==> src/rtl/uart_pkg.sv <==
// Shared types and default constants for the UART transmit arbiter.
package uart_pkg;

  typedef enum logic [1:0] {
    IDLE      = 2'd0,
    START     = 2'd1,
    WAIT_DONE = 2'd2,
    GAP       = 2'd3
  } arb_state_e;

  localparam int DEF_DATA_W        = 8;
  localparam int DEF_GAP_TICKS     = 16;
  localparam int DEF_TIMEOUT_TICKS = 256;

  // Counter width able to hold max_val; never narrower than one bit.
  function automatic int cnt_w(input int max_val);
    return (max_val < 1) ? 1 : $clog2(max_val + 1);
  endfunction

endpackage

==> src/rtl/uart_tx_arb_rr_pick.sv <==
// Round-robin search: first set request bit after index i_last, wrapping at N-1.
module rr_pick #(
  parameter int N  = 4,
  parameter int IW = 2
) (
  input  logic [N-1:0]  i_req,
  input  logic [IW-1:0] i_last,
  output logic          o_found,
  output logic [IW-1:0] o_idx
);

  logic [IW-1:0] cand_idx [N];
  logic [N-1:0]  cand_req;

  genvar gi;
  for (gi = 0; gi < N; gi++) begin : g_cand
    assign cand_idx[gi] = IW'((int'(i_last) + gi + 1) % N);
    assign cand_req[gi] = i_req[cand_idx[gi]];
  end

  // Walk from the farthest offset down so the nearest requester wins.
  always_comb begin
    o_found = 1'b0;
    o_idx   = '0;
    for (int k = N - 1; k >= 0; k--) begin
      if (cand_req[k]) begin
        o_found = 1'b1;
        o_idx   = cand_idx[k];
      end
    end
  end

endmodule

==> src/rtl/uart_tx_arb.sv <==
// Round-robin arbiter feeding one UART transmitter, with an inter-frame guard gap.
// Define UART_TX_ARB_TIMEOUT_EN to add the WAIT_DONE watchdog (o_timeout).
module uart_tx_arb
  import uart_pkg::*;
#(
  parameter int NUM_REQ       = 4,
  parameter int DATA_W        = DEF_DATA_W,
  parameter int GAP_TICKS     = DEF_GAP_TICKS,
  parameter int TIMEOUT_TICKS = DEF_TIMEOUT_TICKS
) (
  input  logic                       clk,
  input  logic                       rst,
  input  logic                       i_b_tick,
  input  logic [NUM_REQ-1:0]         i_req_valid,
  input  logic [NUM_REQ*DATA_W-1:0]  i_req_data,
  output logic [NUM_REQ-1:0]         o_req_ready,
  output logic                       o_tx_start,
  output logic [DATA_W-1:0]          o_tx_data,
  input  logic                       i_tx_busy,
  input  logic                       i_tx_done,
  output logic [$clog2(NUM_REQ)-1:0] o_grant_id,
  output logic                       o_timeout
);

  localparam int IW    = $clog2(NUM_REQ);
  localparam int GAP_W = cnt_w(GAP_TICKS);
  localparam logic [IW-1:0]    LAST_INIT = IW'(NUM_REQ - 1);
  localparam logic [GAP_W-1:0] GAP_LAST  = GAP_W'(GAP_TICKS - 1);

  arb_state_e        state_q, state_d;
  logic [IW-1:0]     last_grant_q, last_grant_d;
  logic [IW-1:0]     grant_id_q, grant_id_d;
  logic [DATA_W-1:0] tx_data_q, tx_data_d;
  logic [GAP_W-1:0]  gap_cnt_q, gap_cnt_d;
  logic              pick_found;
  logic [IW-1:0]     pick_idx;
  logic              grant;

`ifdef UART_TX_ARB_TIMEOUT_EN
  localparam int TO_W = cnt_w(TIMEOUT_TICKS);
  localparam logic [TO_W-1:0] TO_LAST = TO_W'(TIMEOUT_TICKS - 1);
  logic [TO_W-1:0] to_cnt_q, to_cnt_d;
  logic            timeout_c;
`endif

  rr_pick #(
    .N  (NUM_REQ),
    .IW (IW)
  ) u_rr_pick (
    .i_req   (i_req_valid),
    .i_last  (last_grant_q),
    .o_found (pick_found),
    .o_idx   (pick_idx)
  );

  // The pop pulse is combinational on i_req_valid, so it must be masked while rst is held.
  assign grant       = (state_q == IDLE) && pick_found && !rst;
  assign o_req_ready = grant ? (NUM_REQ'(1) << pick_idx) : '0;
  assign o_tx_data   = tx_data_q;
  assign o_grant_id  = grant_id_q;

  always_comb begin
    state_d      = state_q;
    last_grant_d = last_grant_q;
    grant_id_d   = grant_id_q;
    tx_data_d    = tx_data_q;
    gap_cnt_d    = gap_cnt_q;
    o_tx_start   = 1'b0;
`ifdef UART_TX_ARB_TIMEOUT_EN
    to_cnt_d     = to_cnt_q;
    timeout_c    = 1'b0;
`endif
    case (state_q)
      IDLE: begin
        if (grant) begin
          state_d      = START;
          last_grant_d = pick_idx;
          grant_id_d   = pick_idx;
          tx_data_d    = i_req_data[int'(pick_idx)*DATA_W +: DATA_W];
        end
      end
      START: begin
        if (!i_tx_busy) begin
          o_tx_start = 1'b1;
          state_d    = WAIT_DONE;
        end
      end
      WAIT_DONE: begin
        if (i_tx_done) begin
          state_d = (GAP_TICKS == 0) ? IDLE : GAP;
`ifdef UART_TX_ARB_TIMEOUT_EN
        end else if (i_b_tick) begin
          if (to_cnt_q == TO_LAST) begin
            timeout_c = 1'b1;
            state_d   = IDLE;
          end else begin
            to_cnt_d = to_cnt_q + 1'b1;
          end
`endif
        end
      end
      GAP: begin
        if (i_b_tick) begin
          if (gap_cnt_q == GAP_LAST) state_d = IDLE;
          else gap_cnt_d = gap_cnt_q + 1'b1;
        end
      end
      default: state_d = IDLE;
    endcase
    // Every state entry starts its counters from zero.
    if (state_d != state_q) begin
      gap_cnt_d = '0;
`ifdef UART_TX_ARB_TIMEOUT_EN
      to_cnt_d  = '0;
`endif
    end
  end

  always_ff @(posedge clk or posedge rst) begin
    if (rst) begin
      state_q      <= IDLE;
      last_grant_q <= LAST_INIT;
      grant_id_q   <= '0;
      tx_data_q    <= '0;
      gap_cnt_q    <= '0;
    end else begin
      state_q      <= state_d;
      last_grant_q <= last_grant_d;
      grant_id_q   <= grant_id_d;
      tx_data_q    <= tx_data_d;
      gap_cnt_q    <= gap_cnt_d;
    end
  end

`ifdef UART_TX_ARB_TIMEOUT_EN
  always_ff @(posedge clk or posedge rst) begin
    if (rst) to_cnt_q <= '0;
    else     to_cnt_q <= to_cnt_d;
  end

  assign o_timeout = timeout_c;
`else
  assign o_timeout = 1'b0;
`endif

endmodule
==> config.mk <==
export PLATFORM = sky130hd
export DESIGN_NAME = uart_tx_arb
export DESIGN_NICKNAME = d
export VERILOG_FILES = /design/src/rtl/uart_pkg.sv /design/src/rtl/uart_tx_arb_rr_pick.sv /design/src/rtl/uart_tx_arb.sv
export SDC_FILE = /design/constraint.sdc
export NUM_CORES = 1
export LEC_CHECK = 0
export BUFFER_PORTS_ARGS = -buffer_cell sky130_fd_sc_hd__buf_2
export CAP_MARGIN = 20
export CELL_PAD_IN_SITES_DETAIL_PLACEMENT = 0
export CELL_PAD_IN_SITES_GLOBAL_PLACEMENT = 1
export CORE_MARGIN = 4
export CORE_UTILIZATION = 34
export CTS_CLUSTER_DIAMETER = 120
export DETAILED_ROUTE_END_ITERATION = 12
export GPL_ROUTABILITY_DRIVEN = 0
export GPL_TIMING_DRIVEN = 0
export PLACE_DENSITY_LB_ADDON = 0.25
export SYNTH_ARGS = -nofsm -noshare
export SYNTH_HDL_FRONTEND = slang
export SYNTH_SLANG_ARGS = --single-unit
export TNS_END_PERCENT = 1
==> constraint.sdc <==
create_clock -name clk -period 2.1 [get_ports clk]
set_input_delay 0.42 -clock clk [delete_from_list [all_inputs] [get_ports clk]]
set_output_delay 0.42 -clock clk [all_outputs]
set_load 0.005 [all_outputs]
==> results.ini <==
[grt]
grt.total_usage_pct = 14.8
gr-total-overflow = 0
grt_max_degree = 20
antenna_found_initial = 0
grt_pass1_wl_um = 5120
grt_pass1_vias = 1090

[clocking]
cts_tree = yes
ctsLongestPathBuffers = 2
path_clk_slew_ns = 0.07
root_buffer = clkbuf_8
clock-sinks = 19
cts_max_level = 1
clkLatencyLatePin_ns = 0.25
numCtsBuffers = 3

[die]
start_util_pct = 36.3
die_h_um = 68.9
row_count = 21
fp.coreArea_um2 = 3470
top_level_ports = 57
die_area_um2 = 4740
chipWidth_um = 68.9

[sta]
relSlewSlack_pct = 51.3
setup-violations-final = 4
finalHoldWorstSlack_ns = 0.324
tightest_slew_ns = 0.729
worst_slack_ns = -0.144
clock.fmax_ghz = 0.446
rsz0062_at_grt = true
clock_skew_ns = 0.00179
tns_ns = -0.504
finalHoldViolCount = 0
fin_crit_ns = 2.24
drv_slew = 0
period_share_pct = 107

[status]
violations = negative setup slack
status = finished, violations left

[setup_path]
cp-end-kind = output port
reg2reg_depth = 7
cp_num_cells = 6
path_class = reg -> out
critPathBufInv = 2
crit_family = flip-flops
critPathLaunch = last_grant_q[0]
crit_chain = and3b_2, o31ai_4, buf_6, or2_4, nor2_2, buf_2
regToRegStartpoint = last_grant_q[1]
path_max_fanout = 4
crit_path_max_incr_delay_ns = 0.54
start_kind = register
slowest_stage = dfstp_2
cp.arrival_ns = 1.82
cp.required_ns = 1.68

[synthesis]
synth_ff_type = dfrtp_1
synth_edf_count = 0
ys_async_sr_fraction_pct = 100
syn_area_um2 = 1260
synth_fp_nets = 173
yosysSeqAreaShare_pct = 37.9
synthTopCellsByCount = dfrtp_1 (17), nor2_1 (17), nand3_1 (15), mux2i_1 (10), nand2_1 (8)
synthTopCellsByArea = dfrtp_1 (34%), mux2i_1 (7.9%), mux2_4 (6.0%), nand3_1 (6.0%), a221o_1 (5.6%)
syn_inst = 130
ys_types = 37
yosys_warnings = 0
synth_largest_area_cell = dfrtp_1
syn_area_per_cell_um2 = 9.69
synth_seq_cells = 19
yosysTopAreaCellShare_pct = 33.8

[final_layout]
diodes = 0
design_area_um2 = 1780
drive_above_1_share_pct = 48.2
syn2layout_area_growth_pct = 40.9
final_nets = 243

[placement]
io_buffers = 55
placed_cell_area_um2 = 1590
dp_hpwl_um = 2460

[power]
power_density_nw_per_um2 = 1030
power.leakage_uw = 0.000902
peakVddDrop_uv = 369

[min_path]
hold_class = in -> async

[detailed_routing]
dr.first_iter.drc_count = 28
drt_wl_total_um = 3300
postRouteAntennaNets = 0
vias = 1203
vias_per_cell = 4.91
drcViolationCount = 0
drt_first_pass_iters = 4
wl_per_cell_um = 13.5

[flow_run]
drv_cap = 0

==> path summary, 6_finish.rpt <==
path / to / slack [ns]
max: o_req_ready[2] / -0.14
min: state_q[1] / 0.32
max reg2reg: o_tx_data[3] / 0.08
min reg2reg: o_grant_id[1] / 0.50
max in group asynchronous: o_grant_id[0] / 1.32
min in group clk: state_q[0] / 0.47
==> cell usage in the layout (no fill, tap or decap), types with 2 or more instances in the layout <==
master,n
clkbuf_1,2
buf_4,12
clkbuf_8,3
a211oi_1,5
dfrtp_1,17
mux2_4,5
inv_1,6
ha_1,2
nor3_1,2
nor2b_1,2
mux2i_1,10
a221o_1,7
buf_2,56
nand2_1,7
mux2_2,2
nand3_1,15
a21oi_1,2
xor2_1,2
nor2_1,15
dfstp_2,2
==> report_power, final <==
group	switching (uW)	total (uW)	internal, uW
Combinational	403	923	519
Clock	116	251	135
Sequential	112	658	546
Total	632	1830	1200
==> layout make-up <==
type | count | area, um^2
tap | 46 | 57.6
fill | 346 | 1690
clock buffer | 4 | 45.0
buffer | 6 | 50.0
sequential | 19 | 478
multi-input combinational | 98 | 752
inverter | 6 | 22.5
timing repair buffer | 66 | 370
==> sequential cells by signal, indices dropped and copies added, names as in the netlist <==
name,flops
o_tx_data,8
gap_cnt_q,5
last_grant_q,2
o_grant_id,2
state_q,2
==> through the flow <==
stage | worst slack [ns] | util [%] | total power (uW) | cells
global placement | -0.188 | 45.9 | 1410 | 231
finish | -0.144 | 51.2 | 1830 | 245
global route | -0.232 | 51.2 | 1980 | 245
floorplan | 0.157 | - | 1190 | 130
CTS | -0.187 | 50.1 | 1800 | 243
detailed placement | -0.267 | 45.9 | 1430 | 231
==> layer usage <==
metal	vias to the layer above	share of wire [%]	track usage, %	wire [um]
met5	-	0	0	0
met4	0	0.64	5.84	21
met3	2	5.1	2.43	167
met2	27	48	24.0	1600
met1	569	46	19.4	1510
li1	605	-	-	-
==> cell families after synthesis <==
kind of cell	after synthesis	share of synthesized area, %
other	1	0.298
XOR/XNOR	3	2.09
adder cells (fa/ha/maj)	2	1.99
buffers and inverters	13	6.45
multiplexers	17	15.7
AND/OR/NAND/NOR	55	21.4
AO/OA/AOI/OAI	20	14.2
flip-flops	19	37.9
==> repair_timing <==
action / CTS / global route
pin swaps: 3 / 3
setup endpoints to repair: 6 / 12
cloned: 0 / 0
hold buffers: 0 / 0
setup buffers: 9 / 2
gates resized for setup: 12 / 6
No activity file was read; power rests on OpenSTA's default activity.
